File: config.mk
export PLATFORM = sky130hd
export DESIGN_NAME = ifetch_unit
export DESIGN_NICKNAME = d
export VERILOG_FILES = /design/src/rtl/ifetch_unit.sv
export SDC_FILE = /design/constraint.sdc
export NUM_CORES = 1
export LEC_CHECK = 0
export CAP_MARGIN = 20
export CORE_AREA = 2 2 196 159
export CTS_BUF_LIST = sky130_fd_sc_hd__clkbuf_4
export DETAILED_ROUTE_END_ITERATION = 8
export DIE_AREA = 0 0 198 161
export RECOVER_POWER = 25
export SYNTH_ARGS = -nofsm -noshare
export SYNTH_HDL_FRONTEND = slang
export SYNTH_SLANG_ARGS = --single-unit
File: constraint.sdc
create_clock -name clk -period 12.4 [get_ports clk]
set_input_delay 2.48 -clock clk [delete_from_list [all_inputs] [get_ports clk]]
set_output_delay 2.48 -clock clk [all_outputs]
set_load 0.03 [all_outputs]
File: src/rtl/ifetch_unit.sv
`default_nettype none
// ============================================================================
// Module   : ifetch_unit
// Brief    : Fetch stage - owns the PC, reads the combinational instruction ROM
//            and queues {pc, instr, fault} entries for decode (valid/ready).
// Revision : 1.0  initial release
// ============================================================================
module ifetch_unit #(
    parameter logic [31:0] RESET_PC = 32'h0000_0000,
    parameter int          ROM_AW   = 12,
    parameter int          DEPTH    = 2
) (
    input  logic        clk,
    input  logic        rst_n,
    output logic [31:0] rom_addr,
    input  logic [31:0] rom_data,
    input  logic        redirect_valid,
    input  logic [31:0] redirect_pc,
    output logic        out_valid,
    input  logic        out_ready,
    output logic [31:0] out_instr,
    output logic [31:0] out_pc,
    output logic        out_fault,
    output logic [31:0] fetch_count
);
    localparam int               c_PTR_W   = (DEPTH > 1) ? $clog2(DEPTH) : 1;
    localparam logic [c_PTR_W:0] c_DEPTH   = (c_PTR_W + 1)'(DEPTH);
    localparam logic [31:0]      c_NOP     = 32'h0000_0013;
    localparam logic [c_PTR_W-1:0] c_PTR_ONE = c_PTR_W'(1);
    localparam logic [c_PTR_W:0]   c_CNT_ONE = (c_PTR_W + 1)'(1);

    typedef enum logic [1:0] {
        S_RUN   = 2'd0,
        S_FPUSH = 2'd1,
        S_HALT  = 2'd2
    } state_t;

    state_t              r_state;
    logic [31:0]         r_pc;
    logic [31:0]         r_fetch_count;
    logic [31:0]         r_pc_mem    [DEPTH];
    logic [31:0]         r_instr_mem [DEPTH];
    logic [DEPTH-1:0]    r_fault_mem;
    logic [c_PTR_W-1:0]  r_rd_ptr;
    logic [c_PTR_W-1:0]  r_wr_ptr;
    logic [c_PTR_W:0]    r_count;

    logic w_pop;
    logic w_push_ok;
    logic w_misaligned;
    logic w_out_range;
    logic w_bad_pc;
    logic w_fetch;
    logic w_fpush;
    logic w_push;

    // A ROM of 2**30 words or more covers the whole 32-bit space.
    generate
        if (ROM_AW >= 30) begin : g_full_range
            assign w_out_range = 1'b0;
        end else begin : g_limited_range
            assign w_out_range = |r_pc[31:ROM_AW+2];
        end
    endgenerate

    assign w_misaligned = (r_pc[1:0] != 2'b00);
    assign w_bad_pc     = w_misaligned | w_out_range;
    assign w_pop        = (r_count != '0) & out_ready;
    assign w_push_ok    = (r_count < c_DEPTH) | w_pop;
    assign w_fetch      = (r_state == S_RUN) & ~w_bad_pc & w_push_ok;
    assign w_fpush      = (r_state == S_FPUSH) & w_push_ok;
    assign w_push       = w_fetch | w_fpush;

    assign rom_addr    = r_pc;
    assign out_valid   = (r_count != '0);
    assign out_pc      = r_pc_mem[r_rd_ptr];
    assign out_instr   = r_instr_mem[r_rd_ptr];
    assign out_fault   = r_fault_mem[r_rd_ptr];
    assign fetch_count = r_fetch_count;

    always_ff @(posedge clk) begin
        if (!rst_n) begin
            r_state       <= S_RUN;
            r_pc          <= RESET_PC;
            r_fetch_count <= '0;
            r_rd_ptr      <= '0;
            r_wr_ptr      <= '0;
            r_count       <= '0;
            r_fault_mem   <= '0;
            // Clearing storage makes the head read back as zero out of reset.
            for (int i = 0; i < DEPTH; i++) begin
                r_pc_mem[i]    <= '0;
                r_instr_mem[i] <= '0;
            end
        end else if (redirect_valid) begin
            r_state  <= S_RUN;
            r_pc     <= redirect_pc;
            r_rd_ptr <= '0;
            r_wr_ptr <= '0;
            r_count  <= '0;
        end else begin
            if (w_push) begin
                r_pc_mem[r_wr_ptr]    <= r_pc;
                r_instr_mem[r_wr_ptr] <= w_fpush ? c_NOP : rom_data;
                r_fault_mem[r_wr_ptr] <= w_fpush;
                r_wr_ptr              <= r_wr_ptr + c_PTR_ONE;
            end
            if (w_pop) begin
                r_rd_ptr <= r_rd_ptr + c_PTR_ONE;
            end
            case ({w_push, w_pop})
                2'b10:   r_count <= r_count + c_CNT_ONE;
                2'b01:   r_count <= r_count - c_CNT_ONE;
                default: r_count <= r_count;
            endcase

            case (r_state)
                S_RUN: begin
                    if (w_bad_pc) begin
                        r_state <= S_FPUSH;
                    end else if (w_fetch) begin
                        r_pc          <= r_pc + 32'd4;
                        r_fetch_count <= r_fetch_count + 32'd1;
                    end
                end
                S_FPUSH: begin
                    if (w_fpush) begin
                        r_state <= S_HALT;
                    end
                end
                default: r_state <= S_HALT;
            endcase
        end
    end

endmodule
`default_nettype wire

==> results by group <==
Timing
  • Worst-Margin Slew: 1606 ps
  • Fin Setup TNS: 0 ps
  • Clk_skew: 58.11 ps
  • Setup Viol. Count Final: 0
  • Worst Hold Margin: between 500 and 600 ps
  • PnR worst setup slack: 5656 ps
  • Clock period minus final worst setup slack: 6744 ps
  • Fmax: 0.1483 GHz
  • Setup repair after global routing missed its margin: no
  • Max-slew headroom: -7.069%
  • Final Hold Viols: 0
  • Slew Viols, Final: 85
  • Final cycle utilization of the critical path: 54.39%

Synth
  • Syn Inst Count: 743
  • Fraction of post-synthesis cell area in the top cell type by area: 43.43%
  • Area of the mapped netlist: 0.008851 mm²
  • Synth cell types: 47
  • Most area-hungry cell type in the Yosys netlist: sky130_fd_sc_hd__edfxtp_1
  • Number of flops mapped to enable cells by yosys: between 100 and 150
  • Synth Flop Type: sky130_fd_sc_hd__edfxtp_1
  • Synthesized Nets: 813
  • Proportion of synthesized chip area in sequential cells: 59.94%
  • Post-synthesis async set-or-reset flop share: 0%
  • Mean cell area of the mapped netlist: 11.91 µm²
  • Most area-consuming cells after synthesis: sky130_fd_sc_hd__edfxtp_1 43%, sky130_fd_sc_hd__dfxtp_1 17%, sky130_fd_sc_hd__mux2_2 8.3%
  • Yosys warns: 0
  • Yosys reg bits: 201

Final layout
  • Layout cell share with drive strength beyond 1: between 15 and 20%
  • Most frequent cells in the layout: 148 x sky130_fd_sc_hd__clkdlybuf4s50_1, 128 x sky130_fd_sc_hd__edfxtp_1, 77 x sky130_fd_sc_hd__clkbuf_4, 72 x sky130_fd_sc_hd__dfxtp_1, 65 x sky130_fd_sc_hd__mux2_2
  • Area overhead of the layout relative to synthesis: 35.18%
  • Final net count: roughly 1,000
  • Most common cell after layout, fill and taps aside: sky130_fd_sc_hd__clkdlybuf4s50_1
  • Layout filler cell count: 2,904

Clock tree
  • Root buffer cell: sky130_fd_sc_hd__clkbuf_4
  • TritonCTS sink count: 201
  • CTS tree: yes
  • CTS H-tree lvls: 2
  • Number of buffers added by the clock tree synthesis step: 54
  • Number of gates resized after CTS: 0
  • Buffers inserted during post-CTS setup optimization: 0
  • Number of buffers inserted by hold repair at cts: 0
  • Clock insertion delay at the later pin of the skew report: between 600 and 700 ps
  • Clk pin slew, worst setup/hold paths: about 60 ps
  • Maximum buffer depth of the clock tree: 3

Placement
  • Final estimated routing congestion in global placement: approximately 0.80
  • Number of buffer cells added on primary ports: 197
  • Post-Place Setup Slack: 6820 ps
  • Half-perimeter wire length after detailed placement: 15.71 mm

Global route
  • Global-route wire length before repair: 37.25 mm
  • Pin count of the biggest net entering global routing: 65
  • Total Routing Usage GR: 15.12%
  • Number of global-route vias before repair: 6,683
  • Antenna violations before repair: 4
  • Total congestion overflow: 0

Pwr
  • Worst vdd rail ir drop: a little under 0.04 mV
  • Total power divided by cell area: between 100 and 150 mW/mm²
  • Leakage: 4.596 nW
  • Tot Pwr: between 1.5 and 2 mW

Setup path
  • Crit path max fanout: 46
  • Arrival time reported for the critical path endpoint: 7270 ps
  • Critical path required time: 12,930 ps
  • Critical path class: primary input to flop
  • Crit path launch type: primary input
  • Setup crit end kind: flop

Detailed routing
  • Routed WL per cell: 17.19 µm
  • Iteration-0 DRC Markers: around 350
  • Drt total wl: 24.38 mm
  • Post-detailed-route count of antenna-violating nets: 0
  • Vias post-DR: 6,699
  • First-pass iteration count of the detailed router: 5
  • Vias/cell: approximately 4.7
  • Number of design rule violations left after detail routing: 0

Run
  • Number of violations of the max-capacitance limit: 2

Floorplan
  • Io pins: 198
  • Chip Width: 198 µm
  • Starting density of the core: approximately 29%
  • Vert. Die Dim: 161 µm
  • Rows: 57
  • Die area: 0.03188 mm²
  • Core area: 0.03003 mm²

Outcome
  • Status: complete, but fails checks
  • Violations in the final reports: max-capacitance violations, max-slew violations

Hold path
  • Classification of the worst-slack hold path: flop to flop
[cells in the mapped netlist (4+ instances only)]
library cell / count
sky130_fd_sc_hd__a21oi_1: 25
sky130_fd_sc_hd__a31oi_1: 4
sky130_fd_sc_hd__and2_1: 59
sky130_fd_sc_hd__and3_1: 61
sky130_fd_sc_hd__and4_1: 4
sky130_fd_sc_hd__clkbuf_1: 41
sky130_fd_sc_hd__dfxtp_1: 73
sky130_fd_sc_hd__edfxtp_1: 128
sky130_fd_sc_hd__inv_1: 9
sky130_fd_sc_hd__mux2_2: 65
sky130_fd_sc_hd__mux2i_1: 22
sky130_fd_sc_hd__nand2_1: 28
sky130_fd_sc_hd__nand2b_1: 4
sky130_fd_sc_hd__nand3_1: 11
sky130_fd_sc_hd__nand4_1: 19
sky130_fd_sc_hd__nor2_1: 51
sky130_fd_sc_hd__nor3_1: 9
sky130_fd_sc_hd__nor4_1: 17
sky130_fd_sc_hd__o211ai_1: 5
sky130_fd_sc_hd__o21ai_0: 26
sky130_fd_sc_hd__o21bai_1: 5
sky130_fd_sc_hd__o31ai_1: 10
sky130_fd_sc_hd__or3_1: 13
sky130_fd_sc_hd__or4_1: 8
sky130_fd_sc_hd__xnor2_1: 10
sky130_fd_sc_hd__xor2_1: 8
[state kept, by name, indices dropped and copies added, names as in the netlist, named ones only]
signal       flops
fetch_count     32
r_count          2
r_fault_mem      2
r_instr_mem     64
r_pc_mem        64
r_rd_ptr         1
r_state          2
r_wr_ptr         1
rom_addr        32
[worst max-delay path, cell delays in order]
cell and delay (ps):
sky130_fd_sc_hd__dlygate4sd3_1 520, sky130_fd_sc_hd__clkbuf_1 1150, sky130_fd_sc_hd__inv_1 1230, sky130_fd_sc_hd__nor2_1 480, sky130_fd_sc_hd__nand2_1 280, sky130_fd_sc_hd__nor2_4 350, sky130_fd_sc_hd__buf_4 430, sky130_fd_sc_hd__and3_1 220
[routing by layer]
layer,track usage [%],vias up,share of wire [%]
met3,5.283,37,8.9
li1,-,3234,-
met2,23.42,243,45
met5,0,-,0.053
met1,19.87,3183,44
met4,4.751,2,1.9
[where the power goes]
| group | leakage, nW | internal, mW | switching (mW) |
|---|---|---|---|
| registers | 1.93 | 0.739 | 0.0176 |
| logic | 2.26 | 0.0764 | 0.104 |
| clock network | 0.407 | 0.307 | 0.276 |
| total | 4.60 | 1.12 | 0.398 |
[worst paths after layout]
path	start	to	slack (ps)	depth (start not counted)
max	rst_n	r_instr_mem[1][20]	5660	8
min	fetch_count[22]	fetch_count[22]	510	2
max reg2reg	rom_addr[26]	r_pc_mem[0][19]	9190	6
min reg2reg	fetch_count[22]	fetch_count[22]	510	2
[cells by family after synthesis]
group	count (synthesis)	synth area share (%)
and+or+nand+nor	301	19.62
DFF	201	59.94
muxes	87	10.76
AOI/OAI and AO/OA	79	5.259
buffers and inverters	55	2.361
xor gates and xnor gates	18	1.781
adders and majority gates	2	0.2827
[metrics by stage]
stage | cells | util (%) | area [µm²]
global placement | 1317 | 37.53 | 11270
CTS | 1414 | 39.83 | 11960
finish | 1418 | 39.85 | 11970
detailed placement | 1317 | 37.53 | 11270
global route | 1415 | 39.83 | 11960
floorplan | 743 | - | 8851
[final cells by class]
type	instances	area, µm²	area share, %
clock buffers	77	578.1	4.831
multi-input cells	487	3374	28.20
inverters	11	41.29	0.3451
repair buffers	205	2023	16.91
diodes	4	10.01	0.08366
clock inverters	20	112.6	0.9411
flip-flops and latches	201	5309	44.37
well taps	413	516.7	4.319
No activity file was read; power rests on OpenSTA's default activity.
